===== src/rtl/alu_exec_if.sv =====
// Valid/ready bus for the ALU execute stage: operation in, registered result out.
// The stage is the slave; whatever feeds operands and drains results is the master.
interface alu_exec_if #(
  parameter int XLEN = 32,
  parameter int TAGW = 5
);
  logic            in_valid;
  logic            in_ready;
  logic [3:0]      in_alu_op;
  logic [XLEN-1:0] in_a;
  logic [XLEN-1:0] in_b;
  logic [TAGW-1:0] in_tag;
  logic            out_valid;
  logic            out_ready;
  logic [XLEN-1:0] out_result;
  logic [TAGW-1:0] out_tag;
  logic            out_illegal;

  modport master (
    output in_valid, in_alu_op, in_a, in_b, in_tag, out_ready,
    input  in_ready, out_valid, out_result, out_tag, out_illegal
  );

  modport slave (
    input  in_valid, in_alu_op, in_a, in_b, in_tag, out_ready,
    output in_ready, out_valid, out_result, out_tag, out_illegal
  );
endinterface


===== src/rtl/alu_exec_stage.sv =====
// Registered ALU execute stage with a 2-entry skid buffer on the result side
// and a saturating debug counter of illegal operation codes.
module alu_exec_stage #(
  parameter int XLEN = 32,
  parameter int TAGW = 5,
  parameter int CNTW = 8
) (
  input  logic            clk,
  input  logic            rst_n,
  alu_exec_if.slave       bus,
  input  logic            cnt_clr,
  output logic [CNTW-1:0] illegal_cnt
);

  typedef enum logic [1:0] {EMPTY, ONE, TWO} state_t;

  typedef struct packed {
    logic [XLEN-1:0] result;
    logic [TAGW-1:0] tag;
    logic            illegal;
  } entry_t;

  localparam logic [CNTW-1:0] CNT_MAX = '1;

  state_t state;
  entry_t main_q;
  entry_t skid_q;
  entry_t new_entry;
  logic   in_ready_q;
  logic   out_valid_q;
  logic   accept;
  logic   complete;

  assign accept   = bus.in_valid && in_ready_q;
  assign complete = out_valid_q && bus.out_ready;

  // NOTE: every field gets a default before the case, so no path leaves a
  // variable unassigned and no latch is inferred.
  always_comb begin
    new_entry     = '0;
    new_entry.tag = bus.in_tag;
    case (bus.in_alu_op)
      4'd0:    new_entry.result = bus.in_a + bus.in_b;
      4'd1:    new_entry.result = bus.in_a - bus.in_b;
      4'd2:    new_entry.result = bus.in_a & bus.in_b;
      4'd3:    new_entry.result = bus.in_a | bus.in_b;
      4'd4:    new_entry.result = bus.in_a ^ bus.in_b;
      default: new_entry.illegal = 1'b1;
    endcase
  end

  // NOTE: all state updates use non-blocking assignments so every flop samples
  // pre-edge values regardless of statement order.
  always_ff @(posedge clk or negedge rst_n) begin
    if (!rst_n) begin
      state       <= EMPTY;
      in_ready_q  <= 1'b1;
      out_valid_q <= 1'b0;
      // NOTE: the data registers are reset too because out_result/out_tag/
      // out_illegal are visible at the pins and must read zero after reset.
      main_q      <= '0;
      skid_q      <= '0;
    end else begin
      case (state)
        EMPTY: begin
          if (accept) begin
            main_q      <= new_entry;
            out_valid_q <= 1'b1;
            state       <= ONE;
          end
        end
        ONE: begin
          if (accept && complete) begin
            main_q <= new_entry;
          end else if (accept) begin
            skid_q     <= new_entry;
            in_ready_q <= 1'b0;
            state      <= TWO;
          end else if (complete) begin
            out_valid_q <= 1'b0;
            state       <= EMPTY;
          end
        end
        TWO: begin
          // in_ready is low here, so only a drain can happen.
          if (complete) begin
            main_q     <= skid_q;
            in_ready_q <= 1'b1;
            state      <= ONE;
          end
        end
        default: begin
          state       <= EMPTY;
          in_ready_q  <= 1'b1;
          out_valid_q <= 1'b0;
        end
      endcase
    end
  end

  // Clear wins over a same-cycle increment.
  always_ff @(posedge clk or negedge rst_n) begin
    if (!rst_n) begin
      illegal_cnt <= '0;
    end else if (cnt_clr) begin
      illegal_cnt <= '0;
    end else if (accept && new_entry.illegal && (illegal_cnt != CNT_MAX)) begin
      illegal_cnt <= illegal_cnt + 1'b1;
    end
  end

  assign bus.in_ready    = in_ready_q;
  assign bus.out_valid   = out_valid_q;
  assign bus.out_result  = main_q.result;
  assign bus.out_tag     = main_q.tag;
  assign bus.out_illegal = main_q.illegal;

endmodule


===== src/flat_wrapper.sv =====
// flat-port wrapper written by rule: the top's interface ports become plain ports
module alu_exec_stage_flat 
#(
  parameter int XLEN = 32,
  parameter int TAGW = 5,
  parameter int CNTW = 8
)
  (clk, rst_n, cnt_clr, illegal_cnt, bus_in_valid, bus_in_alu_op, bus_in_a, bus_in_b, bus_in_tag, bus_out_ready, bus_in_ready, bus_out_valid, bus_out_result, bus_out_tag, bus_out_illegal);
  alu_exec_if #(.XLEN(XLEN), .TAGW(TAGW)) bus_i ();
  input  logic clk;
  input  logic rst_n;
  input  logic cnt_clr;
  output logic [CNTW-1:0] illegal_cnt;
  input wire logic [$bits(bus_i.in_valid)-1:0] bus_in_valid;
  input wire logic [$bits(bus_i.in_alu_op)-1:0] bus_in_alu_op;
  input wire logic [$bits(bus_i.in_a)-1:0] bus_in_a;
  input wire logic [$bits(bus_i.in_b)-1:0] bus_in_b;
  input wire logic [$bits(bus_i.in_tag)-1:0] bus_in_tag;
  input wire logic [$bits(bus_i.out_ready)-1:0] bus_out_ready;
  output wire logic [$bits(bus_i.in_ready)-1:0] bus_in_ready;
  output wire logic [$bits(bus_i.out_valid)-1:0] bus_out_valid;
  output wire logic [$bits(bus_i.out_result)-1:0] bus_out_result;
  output wire logic [$bits(bus_i.out_tag)-1:0] bus_out_tag;
  output wire logic [$bits(bus_i.out_illegal)-1:0] bus_out_illegal;
  assign bus_i.in_valid = bus_in_valid;
  assign bus_i.in_alu_op = bus_in_alu_op;
  assign bus_i.in_a = bus_in_a;
  assign bus_i.in_b = bus_in_b;
  assign bus_i.in_tag = bus_in_tag;
  assign bus_i.out_ready = bus_out_ready;
  assign bus_in_ready = bus_i.in_ready;
  assign bus_out_valid = bus_i.out_valid;
  assign bus_out_result = bus_i.out_result;
  assign bus_out_tag = bus_i.out_tag;
  assign bus_out_illegal = bus_i.out_illegal;
  alu_exec_stage #(.XLEN(XLEN), .TAGW(TAGW), .CNTW(CNTW)) u_core (.clk(clk), .rst_n(rst_n), .bus(bus_i), .cnt_clr(cnt_clr), .illegal_cnt(illegal_cnt));
endmodule

===== config.mk =====
export PLATFORM = sky130hd
export DESIGN_NAME = alu_exec_stage_flat
export DESIGN_NICKNAME = d
export VERILOG_FILES = /design/src/rtl/alu_exec_if.sv /design/src/rtl/alu_exec_stage.sv /design/src/flat_wrapper.sv
export SDC_FILE = /design/constraint.sdc
export NUM_CORES = 1
export LEC_CHECK = 0
export CELL_PAD_IN_SITES_DETAIL_PLACEMENT = 0
export CELL_PAD_IN_SITES_GLOBAL_PLACEMENT = 1
export CORE_UTILIZATION = 25
export CTS_CLUSTER_SIZE = 16
export DETAILED_ROUTE_END_ITERATION = 10
export PLACE_DENSITY = 0.63
export SYNTH_ARGS = -nofsm -noshare
export SYNTH_HDL_FRONTEND = slang
export SYNTH_SLANG_ARGS = --single-unit

===== constraint.sdc =====
create_clock -name clk -period 2.25 [get_ports clk]
set_clock_uncertainty 0.2 [all_clocks]
set_input_delay 0.3375 -clock clk [delete_from_list [all_inputs] [get_ports clk]]
set_output_delay 0.3375 -clock clk [all_outputs]
set_load 0.05 [all_outputs]

Yosys cells after proc, flatten, opt, wreduce, memory -nomap -nowiden
Cells that the tools add are included.
{"block": "totals", "word_cells": 72, "register_bits": 88, "output_inout_bits": 48, "latch_bits": 0, "rom_bits": 0, "mem_count": 0, "in_bits": 78, "ram_bits": 0}
{"block": "op_classes", "n_bitwise": 6, "muxes": 23, "addsub": 3, "div_mod_pow": 0, "reduce_logical": 15, "magnitude_cmp": 0, "mul": 0, "shift": 0, "eq_ne": 15}
{"operator": "32-bit one-hot mux with 5 select lines", "n": 1}
{"operator": "38-bit 2-to-1 mux", "n": 3}
{"operator": "38-bit one-hot mux with 3 select lines", "n": 1}
{"operator": "32-bit adder", "n": 1}
{"operator": "32-bit AND", "n": 1}
{"operator": "32-bit OR", "n": 1}
{"operator": "32-bit subtractor", "n": 1}
{"operator": "32-bit XOR", "n": 1}
{"operator": "8-bit 2-to-1 mux", "n": 2}
{"operator": "4-bit AND reduction", "n": 3}
{"operator": "2-bit 2-to-1 mux", "n": 5}
{"operator": "2-bit by 1-bit inequality test with 1-bit output (second input constant)", "n": 5}
{"operator": "8-bit by 1-bit adder with 8-bit output (second input constant)", "n": 1}
{"operator": "4-bit by 2-bit equality test with 1-bit output (second input constant)", "n": 2}
{"operator": "1-bit 2-to-1 mux", "n": 8}
{"operator": "8-bit inequality test (second input constant)", "n": 1}
{"operator": "1-bit one-hot mux with 3 select lines", "n": 2}
{"operator": "2-bit one-hot mux with 3 select lines", "n": 1}
{"operator": "1-bit logical AND", "n": 5}
{"operator": "5-bit AND reduction", "n": 1}
{"operator": "5-bit OR reduction", "n": 1}
{"operator": "4-bit by 1-bit equality test with 1-bit output (second input constant)", "n": 1}
{"operator": "4-bit by 3-bit equality test with 1-bit output (second input constant)", "n": 1}
{"operator": "4-bit logical NOT", "n": 1}
{"operator": "other kinds (9)", "n": 12}

Depth between registers and ports, before layout
{"block": "logic_depth", "depth_word": 7, "depth_mapped": 19, "ltp_nobuf": 19}

Worst setup path after synthesis
No wires, ideal clock.
{"block": "synth_path", "kind": "input to register", "startpoint": "in bus_in_b[1]", "endpoint": "reg u_core.skid_q[36] (netlist name)", "setup_time_ps": 125, "stages": 18, "slack_ps": -2220, "arrival_ps": 4145, "required_time_ps": 1925, "n_path_buf": 1, "cell_sequence": "inv_1 ha_1 or3b_1 nor2_1 nand3_1 or4_1 nor3_1 a21oi_1 xnor2_1 ha_1 clkbuf_1 a21o_1 a221oi_1 o31ai_1 a311o_1 xnor2_1 o21ai_1 mux2_2"}
{"block": "synth_between", "elab_chain_len": 2, "elab_cells_between_ends": 3, "cone_classes": "add/sub: 2; mux: 1"}
{"element": "from (decl)", "line_no": "flat_wrapper.sv:17", "source": "input wire logic [$bits(bus_i.in_b)-1:0] bus_in_b;"}
{"element": "32-bit subtractor or 32-bit adder (tied branches)", "line_no": "alu_exec_stage.sv:44, alu_exec_stage.sv:43"}
{"element": "32-bit one-hot mux with 5 select lines (*)", "line_no": "alu_exec_stage.sv:42", "source": "case (bus.in_alu_op)"}
{"element": "to (signal assigned)", "line_no": "alu_exec_stage.sv:76", "source": "skid_q <= new_entry;"}
{"element": "to (decl)", "line_no": "alu_exec_stage.sv:27", "source": "entry_t skid_q;"}
Mark *: on every way between the ends. The rest lies on a longest branch, timed or not.
A chain may end at the register's enable or synchronous reset.

Worst setup path after layout
Same ends and word-level chain as after synthesis.

==> run metrics <==
vias in the first global route 7816; CTS buffer count 9; port bufs 125; routing usage on met2 28.0%; Synth top area share 28.9%; crit path max fanout 4; top_reg_cell synth dfrtp_1; Hold WS 246 ps; fraction of layout cells with a size suffix above 1 37.7%; total number of vias 7724; post-synthesis register bit count 88; final hold vios 0; fraction of registers with async set/reset 100%; CP cell instances buf_12 -> inv_16 -> ha_4 -> or3b_4 -> nor2_4 -> nand3_4 -> or4_4 -> nor3_4 -> a21oi_2 -> xnor2_1 -> ha_1 -> a21o_1 -> a221oi_2 -> o31ai_2 -> a311o_1 -> xnor2_2 -> o21ai_2 -> mux2_4; antenna violations before repair 0; initial DRC count 312; crit path kind in -> reg; Die Footprint 30900 sq um; arrival time worst endpoint 4070 ps; root buf cell clkbuf_16; reg-to-reg startpoint u_core.bus.in_ready; ranking of synthesized cells by area dfrtp_1, ha_1, xnor2_1, nand2_1, a21oi_1; GPL Wtd Cong 0.859; CP Data Required Time 2280 ps; Critical Path Max Stage Delay 580 ps; status complete, but fails checks; DRT Pass-1 Iters 4; fin util 43.0%; Die Y 176 microns; CTS tree built; Reg2Reg Depth 5; Core Rows 63; Reg clk slew, reported paths 70 ps; GRT Util Overall 17.1%; HP Class in -> async; VDD IR-drop max 302 uV; element type at the critical path end flop; global-route wire length before repair 41.6 mm; dpl hpwl 20.5 mm; setup violators final 60; reg-to-reg slack, setup 240 ps; register area share after synthesis 29.2%; final wirelength 26.2 mm; routed vias/inst 4.64; Final ANT Viol Nets 0; Fillers 2927; Slew Viols, Final 0; Initial Util 25.4%; met1 Use GR 23.6%; Power Dens Cells 398 nW/um^2; slew of the pin with the lowest slew margin 671 ps; ANT cells 0; Routed WL per cell 15.7 microns; insertion delay of the later-clocked pin in the worst-skew pair 340 ps; CP startpoint bus_in_b[1]; Remaining Overflow, GRT 0; Clock Tree Buf Depth 2; DR DRC count 0; instance count of the mapped netlist 902; Area Overhead vs Synth 68.8%; violations in the final reports negative setup slack; Pleak 6.05 nW; die width 176 microns; clock sinks 88; Post-Syn Area per Cell 8.36 sq um; Highest Clock Rate 0.247 GHz; grt peak-use layer met2; most frequent cells in the layout buf_4, clkdlybuf4s50_1, ha_1; RSZ-0062 raised after global routing yes; startpoint types input pin; Core Area 29600 sq um; cell accounting for the most synthesized area dfrtp_1; Worst slew margin 55.3%; setup TNS -71420 ps; cell area after synthesis 7540 sq um; Max-Cap Viols 0; Post-Syn Nets 1078; min Tclk post-route 4040 ps; M3 GR Usage 1.82%; FF-to-FF End u_core.skid_q[11]; Pwr Total 5.07 mW; Post-synth EDFFs 0; final period utilization 180%; Yosys Warn Count 0; slowest CP cell or4_4; final worst slack -1790 ps; largest net degree at the start of global routing 43; count of cell types in the netlist 61; commonest non-fill, non-tap cell in the layout buf_4; fin nets 1447; CTS HTree Levels 3; IO Pins 126
==> critical path, delay by kind of cell <==
family | cells | cell delay [ps]
xor gates and xnor gates | 2 | 300
muxes | 1 | 270
AOI/OAI and AO/OA | 6 | 1080
and+or+nand+nor | 5 | 1470
buffers and inverters | 2 | 170
adders and majority gates | 2 | 450
==> metal layers <==
metal,vias up,part of all wire [%]
li1,3922,-
met2,140,47
met5,-,0
met3,23,2.8
met4,0,1.6
met1,3639,49
==> power by group <==
part,total [mW],internal [mW],switching [mW]
Sequential,1.58,1.58,0
Combinational,2.08,1.09,0.993
Clock,1.40,0.777,0.626
Total,5.07,3.45,1.62
==> what timing repair did <==
item / in CTS / in global routing
hold buffers: 1 / 0
setup buffers: 21 / 22
endpoints found under the hold margin: 21 / 0
endpoints found under the setup margin: 68 / 61
gates resized for setup: 193 / 93
pin swaps: 114 / 125
==> stage by stage <==
| stage | area (sq um) | cells | worst slack (ps) |
|---|---|---|---|
| CTS | 12200 | 1647 | -1820 |
| global placement | 11200 | 1615 | -2650 |
| global route | 12700 | 1665 | -1960 |
| floorplan | 7720 | 902 | -1870 |
| detailed placement | 11200 | 1615 | -2720 |
| finish | 12700 | 1665 | -1790 |
==> how the worst max path moves through the flow <==
stage	cells past startpoint	slack [ps]	to
4_1_cts	22	-1820	u_core.skid_q[35]
3_3_place_gp	21	-2650	u_core.bus.out_result[29]
5_1_grt	21	-1960	u_core.skid_q[35]
6_report	18	-1790	u_core.skid_q[36]
2_1_floorplan	18	-1870	u_core.skid_q[36]
3_5_place_dp	21	-2720	u_core.bus.out_result[29]
==> cells in the mapped netlist (10+ instances only) <==
cell,instances
dfrtp_1,87
ha_1,97
mux2i_1,14
nand2_1,95
a31oi_1,16
nor2_1,77
nor3_1,10
xnor2_1,49
or3_1,15
mux2_2,16
clkbuf_1,35
a22oi_1,15
o21ai_0,61
o21ai_1,15
a21oi_1,67
inv_1,73
xor2_1,12
a221oi_1,16
a21o_1,16
==> final cells by class <==
class | count | area [sq um] | area share, %
clock buffer | 11 | 243 | 1.91
clock inverter | 4 | 30.0 | 0.236
inverter | 75 | 303 | 2.38
multi-input combinational | 700 | 5890 | 46.3
sequential | 88 | 2200 | 17.3
tap | 390 | 488 | 3.83
timing repair buffer | 397 | 3570 | 28.0
==> kinds of logic after synthesis <==
family | share of synthesized area [%]
buffers and inverters | 5.69
AND/OR/NAND/NOR | 14.7
flip-flops | 29.2
adder cells (fa/ha/maj) | 16.4
multiplexers | 4.25
AO/OA/AOI/OAI | 22.5
XOR/XNOR | 7.30
==> flip-flops by register name, indices dropped and copies added, names as in the netlist <==
signal / cells
u_core.bus.out_illegal: 1
u_core.illegal_cnt: 8
u_core.skid_q: 38
u_core.bus.out_result: 32
u_core.bus.in_ready: 1
u_core.bus.out_valid: 1
u_core.state: 2
u_core.bus.out_tag: 5
Note: power is estimated with default switching activity, not from simulation.
